**config.mk**
```make
export PLATFORM = sky130hd
export DESIGN_NAME = equiv_sweep
export DESIGN_NICKNAME = d
export VERILOG_FILES = /design/src/rtl/sweep_pkg.sv /design/src/rtl/settle_timer.sv /design/src/rtl/equiv_sweep.sv
export SDC_FILE = /design/constraint.sdc
export NUM_CORES = 1
export LEC_CHECK = 0
export ABC_AREA = 1
export CAP_MARGIN = 0
export CELL_PAD_IN_SITES_DETAIL_PLACEMENT = 0
export CELL_PAD_IN_SITES_GLOBAL_PLACEMENT = 2
export CORE_MARGIN = 2
export CORE_UTILIZATION = 24
export CTS_CLUSTER_SIZE = 8
export DETAILED_ROUTE_END_ITERATION = 12
export PLACE_DENSITY = 0.79
export RECOVER_POWER = 50
export SYNTH_ARGS = -nofsm -noshare
export SYNTH_HDL_FRONTEND = slang
export SYNTH_HIERARCHICAL = 1
export SYNTH_SLANG_ARGS = --single-unit
```
**constraint.sdc**
```tcl
create_clock -name clk -period 1.5 [get_ports clk]
set_clock_uncertainty 0.05 [all_clocks]
set_input_delay 0.225 -clock clk [delete_from_list [all_inputs] [get_ports clk]]
set_output_delay 0.225 -clock clk [all_outputs]
set_load 0.02 [all_outputs]
```
**src/rtl/sweep_pkg.sv**
```systemverilog
// Shared constants for the equivalence sweep controller: FSM state codes,
// default evaluator width and the vec bit position of each evaluator variable.
package sweep_pkg;

  localparam int unsigned NVarsDefault = 4;

  localparam logic [1:0] StIdle   = 2'd0;
  localparam logic [1:0] StApply  = 2'd1;
  localparam logic [1:0] StSample = 2'd2;
  localparam logic [1:0] StDone   = 2'd3;

  localparam int unsigned XBit = 3;
  localparam int unsigned YBit = 2;
  localparam int unsigned WBit = 1;
  localparam int unsigned ZBit = 0;

endpackage

```
**src/rtl/settle_timer.sv**
```systemverilog
// Counts the cycles a vector has been applied; expire_o marks the last APPLY cycle.
module settle_timer #(
  parameter int unsigned SETTLE = 1
) (
  input  logic clk,
  input  logic reset,
  input  logic load_i,
  input  logic en_i,
  output logic expire_o
);

  localparam int unsigned CntW = (SETTLE < 2) ? 1 : $clog2(SETTLE);
  localparam logic [CntW-1:0] CntLast = CntW'(SETTLE - 1);
  localparam logic [CntW-1:0] CntOne  = CntW'(1);

  logic [CntW-1:0] cnt_q, cnt_d;

  assign expire_o = en_i && (cnt_q == CntLast);

  always_comb begin
    cnt_d = cnt_q;
    if (load_i) begin
      cnt_d = '0;
    end else if (en_i && !expire_o) begin
      cnt_d = cnt_q + CntOne;
    end
  end

  always_ff @(posedge clk) begin
    if (reset) begin
      cnt_q <= '0;
    end else begin
      cnt_q <= cnt_d;
    end
  end

endmodule

```
**src/rtl/equiv_sweep.sv**
```systemverilog
// Walks every input vector of a boolean evaluator, captures both forms' truth
// tables and reports whether the two forms are equivalent.
module equiv_sweep import sweep_pkg::*; #(
  parameter int unsigned N_VARS = NVarsDefault,
  parameter int unsigned SETTLE = 1
) (
  input  logic                 clk,
  input  logic                 reset,
  input  logic                 start,
  input  logic                 a_in,
  input  logic                 b_in,
  output logic [N_VARS-1:0]    vec,
  output logic                 busy,
  output logic                 done,
  output logic                 pass,
  output logic [N_VARS:0]      mismatch_count,
  output logic                 fail_valid,
  output logic [N_VARS-1:0]    first_fail,
  output logic [2**N_VARS-1:0] tt_a,
  output logic [2**N_VARS-1:0] tt_b
);

  localparam int unsigned NVec = 2**N_VARS;
  localparam logic [N_VARS-1:0] VecLast = N_VARS'(NVec - 1);
  localparam logic [N_VARS-1:0] VecOne  = N_VARS'(1);
  localparam logic [N_VARS:0]   MmOne   = (N_VARS + 1)'(1);

  logic [1:0]        state_q, state_d;
  logic [N_VARS-1:0] vec_q, vec_d;
  logic [NVec-1:0]   tt_a_q, tt_a_d, tt_b_q, tt_b_d;
  logic [N_VARS:0]   mm_q, mm_d;
  logic              fv_q, fv_d, pass_q, pass_d;
  logic [N_VARS-1:0] ff_q, ff_d;
  logic              load, expire;

  settle_timer #(
    .SETTLE(SETTLE)
  ) u_settle_timer (
    .clk     (clk),
    .reset   (reset),
    .load_i  (load),
    .en_i    (state_q == StApply),
    .expire_o(expire)
  );

  always_comb begin
    state_d = state_q;
    vec_d   = vec_q;
    tt_a_d  = tt_a_q;
    tt_b_d  = tt_b_q;
    mm_d    = mm_q;
    fv_d    = fv_q;
    ff_d    = ff_q;
    pass_d  = pass_q;
    load    = 1'b0;
    case (state_q)
      StIdle: begin
        if (start) begin
          state_d = StApply;
          vec_d   = '0;
          tt_a_d  = '0;
          tt_b_d  = '0;
          mm_d    = '0;
          fv_d    = 1'b0;
          ff_d    = '0;
          pass_d  = 1'b0;
          load    = 1'b1;
        end
      end
      StApply: begin
        if (expire) state_d = StSample;
      end
      StSample: begin
        tt_a_d[vec_q] = a_in;
        tt_b_d[vec_q] = b_in;
        if (a_in != b_in) begin
          mm_d = mm_q + MmOne;
          if (!fv_q) begin
            fv_d = 1'b1;
            ff_d = vec_q;
          end
        end
        // Verdict is registered on the way into DONE so it is already valid with the done pulse.
        if (vec_q == VecLast) begin
          state_d = StDone;
          pass_d  = (mm_d == '0);
        end else begin
          vec_d   = vec_q + VecOne;
          state_d = StApply;
          load    = 1'b1;
        end
      end
      default: begin
        state_d = StIdle;
        vec_d   = '0;
      end
    endcase
  end

  always_ff @(posedge clk) begin
    if (reset) begin
      state_q <= StIdle;
      vec_q   <= '0;
      tt_a_q  <= '0;
      tt_b_q  <= '0;
      mm_q    <= '0;
      fv_q    <= 1'b0;
      ff_q    <= '0;
      pass_q  <= 1'b0;
    end else begin
      state_q <= state_d;
      vec_q   <= vec_d;
      tt_a_q  <= tt_a_d;
      tt_b_q  <= tt_b_d;
      mm_q    <= mm_d;
      fv_q    <= fv_d;
      ff_q    <= ff_d;
      pass_q  <= pass_d;
    end
  end

  assign vec            = vec_q;
  assign busy           = (state_q == StApply) || (state_q == StSample);
  assign done           = (state_q == StDone);
  assign pass           = pass_q;
  assign mismatch_count = mm_q;
  assign fail_valid     = fv_q;
  assign first_fail     = ff_q;
  assign tt_a           = tt_a_q;
  assign tt_b           = tt_b_q;

endmodule
```
==> results of run 1 <==
-- final timing paths --
check                                    end  cells after the start  slack (ns)                    start
hold reg to reg        tt_a[10]$_SDFFE_PP0P_                      2        0.42    tt_a[10]$_SDFFE_PP0P_
setup / recovery  first_fail[1]$_SDFFE_PP0P_                     10        0.02  state_q[1]$_SDFFE_PP0P_
hold / removal         tt_a[10]$_SDFFE_PP0P_                      2        0.42    tt_a[10]$_SDFFE_PP0P_
setup reg to reg  first_fail[1]$_SDFFE_PP0P_                     10        0.02  state_q[1]$_SDFFE_PP0P_
-- per-stage QoR --
step / cell area, sq um / total power, uW / instances / setup TNS, ns / utilization [%]
detailed placement: 3240 / 3240 / 536 / -7.64 / 34.8
finish: 3750 / 5360 / 551 / 0 / 40.2
CTS: 3340 / 4370 / 544 / -0.214 / 35.8
floorplan: 2330 / 2530 / 336 / 0 / -
global route: 3750 / 5720 / 551 / -0.924 / 40.2
global placement: 3240 / 3240 / 536 / -6.27 / 34.8
-- report_power, final --
group	leakage [uW]	switching, uW	internal [uW]
clock	0.0000587	489	506
sequential	0.000406	57.3	1390
combinational	0.00111	1590	1330
-- critical path: stages (launching register included) --
cell and delay (ns):
dfxtp_4 0.39, inv_4 0.04, ha_4 0.17, nand2_4 0.09
inv_4 0.05, nor2_4 0.09, buf_12 0.14, nand3_4 0.11
inv_4 0.09, nand3_2 0.06, a21oi_2 0.13
-- timing repair --
item                                    in CTS  in global routing
cloned                                       0                  3
hold endpoints to repair                     0                  0
hold buffers                                 0                  0
endpoints found under the setup margin      95                 54
resized for setup                           82                 90
pin swaps                                    1                 24
buffers inserted                             0                  4
-- sequential cells by signal (all words and copies together), names as in the netlist --
name and cells:
first_fail 4, vec 4, mismatch_count 5, pass 1, tt_a 16, tt_b 16
u_settle_timer/cnt_q 1, fail_valid 1, state_q 2
-- cells by family after synthesis --
group                      count (synthesis)
buffers and inverters                     41
and+or+nand+nor                          164
xor gates and xnor gates                   2
DFF                                       50
AOI/OAI and AO/OA                         70
adders and majority gates                  9
-- final cells by class --
class,instances,area [sq um]
Clock inverter,3,47.5
Inverter,31,133
Fill cell,972,5580
Multi-Input combinational cell,245,1490
Clock buffer,5,68.8
Timing Repair Buffer,88,843
Tap cell,129,161
Sequential cell,50,1010
-- placed cells by master, fill, tap and decap left out, types with 2 or more instances in the layout --
cell	instances
nand2_4	2
nor2_2	6
nand2_2	12
clkbuf_16	2
nand3_1	11
dlygate4sd2_1	46
nand2_1	100
buf_12	6
nor2_1	21
o21ai_2	7
a21oi_2	22
buf_4	25
dfxtp_1	44
o21ai_4	8
inv_2	4
ha_1	6
dfxtp_4	2
nand3_2	3
xor2_1	2
nor2_4	5
inv_1	21
nor3_1	2
buf_6	2
a21oi_1	25
ha_4	3
clkbuf_8	5
buf_2	2
o21ai_1	4
inv_4	5
o21ai_0	3
dfxtp_2	4
clkdlybuf4s50_1	4
-- layer usage --
| layer | share of wire, % | routed length [microns] | global-route usage (%) | up-vias |
|---|---|---|---|---|
| li1 | - | - | - | 1238 |
| met2 | 47 | 3250 | 21.5 | 36 |
| met3 | 3.7 | 258 | 3.49 | 6 |
| met1 | 48 | 3300 | 17.4 | 1080 |
| met5 | 0 | 0 | 0 | - |
| met4 | 1.1 | 78 | 3.69 | 0 |
==> flow_metrics.env, run 1 <==
export IMPL_status="finished clean"
export IMPL_synth_compound_area_share_pct=15.4
export IMPL_grt_usage_pct=13.2
export IMPL_asyncSetResetFlopFracSynth_pct=0
export IMPL_dieArea_sq_um=10500
export IMPL_leakagePower_uw=0.00158
export IMPL_crit_required_ns=1.69
export IMPL_io_buffers=53
export IMPL_vias_per_cell=4.28
export IMPL_synth_common_cells="nand2_1, dfxtp_1, a21oi_1"
export IMPL_yosysTopAreaCell="dfxtp_1"
export IMPL_pre_cts_slack_ns=-0.198
export IMPL_slew_violations=0
export IMPL_pin_count=54
export IMPL_hold_class="flip-flop to flip-flop"
export IMPL_antenna_found_initial=0
export IMPL_numCtsBuffers=5
export IMPL_netlist_area_sq_um=2320
export IMPL_drt_pass1_iterations=4
export IMPL_area_delta_synth_final_pct=61.8
export IMPL_period_needed_ns=1.48
export IMPL_synth_mux_area_fraction_pct=0
export IMPL_hold_violations=0
export IMPL_ctsLongestPathBuffers=2
export IMPL_yosysTopAreaCellShare_pct=43.1
export IMPL_die_y_microns=102
export IMPL_cts_root_buf="clkbuf_8"
export IMPL_synth_most_common_cell="nand2_1"
export IMPL_synth_fa_ha_area_share_pct=4.85
export IMPL_whs_ns=0.416
export IMPL_synth_ff_type="dfxtp_1"
export IMPL_drt_wl_total_microns=6880
export IMPL_drc=0
export IMPL_ant_nets=0
export IMPL_ys_seq_area_share_pct=43.1
export IMPL_cts_tree="yes"
export IMPL_worstSetupEndpointType="flip-flop"
export IMPL_cp_max_fo=5
export IMPL_irDropWorstVdd_mv=0.453
export IMPL_die_w_microns=102
export IMPL_synth_edf_count=0
export IMPL_grt_pass1_wl_microns=10900
export IMPL_tightest_slew_ns=0.326
export IMPL_start_util_pct=24.9
export IMPL_synth_net_count=350
export IMPL_fmax_mhz=675
export IMPL_rsz0062_at_grt="yes"
export IMPL_synth_area_leaders="dfxtp_1, nand2_1, a21oi_1"
export IMPL_drive_above_1_share_pct=30.8
export IMPL_period_share_pct=98.7
export IMPL_syn_inst=336
export IMPL_synth_simple_area_share_pct=28.8
export IMPL_clkLatencyLatePin_ns=0.31
export IMPL_setup_viol=0
export IMPL_relSlewSlack_pct=78.2
export IMPL_wl_per_cell_microns=12.5
export IMPL_synth_top_family_by_area="simple AND/OR/NAND/NOR gates"
export IMPL_synth_xor_area_share_pct=0.755
export IMPL_core_sq_um=9330
export IMPL_std_cell_rows=35
export IMPL_clkSinkCount=50
export IMPL_synth_seq_cells=50
export IMPL_pwr_density_cell_nw_per_um2=1430
export IMPL_initialDrtViolationCount=63
export IMPL_arrival_ns=1.67
export IMPL_vias=2360
export IMPL_yosysWarnings=6
export IMPL_synth_cell_types=20
export IMPL_crit_path_start_kind="flip-flop"
export IMPL_path_class="flip-flop to flip-flop"
export IMPL_grt_max_degree=29
export IMPL_overflow=0
export IMPL_path_clk_slew_ns=0.10
export IMPL_final_nets=435
export IMPL_dp_hpwl_microns=4780
export IMPL_place_congestion=0.756
export IMPL_grt_pass1_vias=2270
export IMPL_syn_avg_cell_area_sq_um=6.90
export IMPL_setup_slack_ns=0.0195
export IMPL_diodes=0
export IMPL_drv_cap=0
export IMPL_cts_htree_levels=2
(Power assumes the default switching activity.)
==> run 2, diff against run 1 <==
CELL_PAD_IN_SITES_DETAIL_PLACEMENT = 1   (was 0)
==> run 2 against run 1 <==
Net effect: the flow now finishes with violations (negative setup slack); non-clock buffer count rose by 2; largest power group unchanged; final area down 1.7%; first-iteration DRC count fell by 57%; total power grew 0.14%; critical path type unchanged; sequential power barely moved; die area did not move; critical path depth shrank 1.
==> flow_metrics.env, run 2 (synthesis gave the netlist of run 1 again) <==
export IMPL_relSlewSlack_pct=78.5
export IMPL_diodes=0
export IMPL_cp_max_fo=4
export IMPL_dieArea_sq_um=10500
export IMPL_final_nets=437
export IMPL_clkLatencyLatePin_ns=0.31
export IMPL_crit_path_start="state_q[1]$_SDFFE_PP0P_"
export IMPL_tightest_slew_ns=0.322
export IMPL_min_from="tt_b[0]$_SDFFE_PP0P_"
export IMPL_grt_pass1_vias=2614
export IMPL_pwr_density_cell_nw_per_um2=1450
export IMPL_ctsLongestPathBuffers=2
export IMPL_hold_depth=2
export IMPL_hold_class="flip-flop to flip-flop"
export IMPL_fillers=1146
export IMPL_design_area_sq_um=3690
export IMPL_path_clk_slew_ns=0.11
export IMPL_place_congestion=0.756
export IMPL_period_share_pct=104
export IMPL_irDropWorstVdd_mv=0.631
export IMPL_grt_pass1_wl_microns=12500
export IMPL_numCtsBuffers=5
export IMPL_grt_max_degree=29
export IMPL_path_class="flip-flop to flip-flop"
export IMPL_antenna_found_initial=0
export IMPL_grt_use_met2_pct=26.5
export IMPL_pin_count=54
export IMPL_drv_cap=0
export IMPL_setup_viol=10
export IMPL_cts_htree_levels=2
export IMPL_worstSetupEndpointType="flip-flop"
export IMPL_vias_per_cell=4.45
export IMPL_r2r_start="state_q[1]$_SDFFE_PP0P_"
export IMPL_busiest_layer="met2"
export IMPL_initialDrtViolationCount=27
export IMPL_wl_per_cell_microns=14.2
export IMPL_drt_pass1_iterations=4
export IMPL_dp_cells=536
export IMPL_hold_violations=0
export IMPL_die_w_microns=102
export IMPL_seq_area_sq_um=1020
export IMPL_std_cell_rows=35
export IMPL_most_common_layout_cells="nand2_1, dlygate4sd2_1, dfxtp_1"
export IMPL_slew_violations=0
export IMPL_ant_nets=0
export IMPL_start_util_pct=24.9
export IMPL_vias=2461
export IMPL_met1_usage_pct=19.4
export IMPL_drive_above_1_share_pct=27.1
export IMPL_dpl_cell_area_sq_um=3240
export IMPL_grt_usage_pct=15.4
export IMPL_cts_root_buf="clkbuf_8"
export IMPL_fmax_mhz=641
export IMPL_use_met3_pct=2.67
export IMPL_setup_tns_ns=-0.432
export IMPL_rsz0062_at_grt="yes"
export IMPL_die_y_microns=102
export IMPL_multiInputGateArea_sq_um=1410
export IMPL_core_sq_um=9330
export IMPL_period_needed_ns=1.56
export IMPL_stdcell_count=553
export IMPL_cts_tree="yes"
export IMPL_failed_checks="negative setup slack"
export IMPL_status="complete, but fails checks"
export IMPL_layout_commonest_cell="nand2_1"
export IMPL_drc=0
export IMPL_crit_path_start_kind="flip-flop"
export IMPL_overflow=0
export IMPL_dp_hpwl_microns=5360
export IMPL_setup_slack_ns=-0.0594
export IMPL_io_buffers=53
export IMPL_area_delta_synth_final_pct=59.0
export IMPL_leakagePower_uw=0.00156
export IMPL_worstRegToRegCells=9
export IMPL_drt_wl_total_microns=7860
export IMPL_arrival_ns=1.72
export IMPL_finalPower_uw=5360
export IMPL_crit_required_ns=1.66
export IMPL_clkSinkCount=50
export IMPL_whs_ns=0.415
==> run 2: power by group <==
part	switching (uW)	internal [uW]	total (uW)
Combinational	1620	1310	2930
Sequential	46.0	1390	1440
Clock	488	506	994
==> run 2: layout make-up <==
type,count,area share (%)
inverter,31,3.46
tap,129,4.38
clock buffer,5,1.87
sequential,50,27.5
clock inverter,3,1.29
timing repair buffer,90,23.2
multi-input combinational,245,38.3
==> run 2: worst paths after layout <==
| path | endpoint | slack [ns] |
|---|---|---|
| worst max register to register | vec[3]$_SDFFE_PP0P_ | -0.06 |
| worst max-delay path | vec[3]$_SDFFE_PP0P_ | -0.06 |
| worst min-delay path | tt_b[0]$_SDFFE_PP0P_ | 0.42 |
| worst min register to register | tt_b[0]$_SDFFE_PP0P_ | 0.42 |
==> run 2: worst max-delay path: stages (launching register included) <==
cell	delay, ns
dfxtp_4	0.36
inv_2	0.05
buf_4	0.14
ha_4	0.16
nor2_1	0.21
o21ai_4	0.11
inv_2	0.10
nand2_1	0.07
xor2_1	0.16
nor2_1	0.05
==> run 2: repair_timing <==
action / CTS / global route
setup buffers: 4 / 5
pin swaps: 7 / 17
gates resized for setup: 103 / 54
endpoints found under the hold margin: 0 / 0
cloned: 2 / 0
setup endpoints to repair: 96 / 52
hold buffers: 0 / 0
==> run 2: per-layer routing <==
metal | part of all wire (%) | routed length (microns)
met1 | 46 | 3650
met2 | 50 | 3890
met3 | 3.1 | 244
met4 | 0.97 | 76
met5 | 0 | 0
==> run 2: per-stage QoR <==
step	worst slack [ns]	utilization, %
6_report	-0.0594	39.5
5_1_grt	-0.131	39.5
4_1_cts	-0.0546	37.7
3_5_place_dp	-0.249	34.8
3_3_place_gp	-0.164	34.8
2_1_floorplan	0.0246	-
==> run 3, diff against run 2 <==
CTS_CLUSTER_SIZE = 14   (was 8)
==> results of run 3 <==
The final DEF is identical to that of run 2; final timing and power are the same.
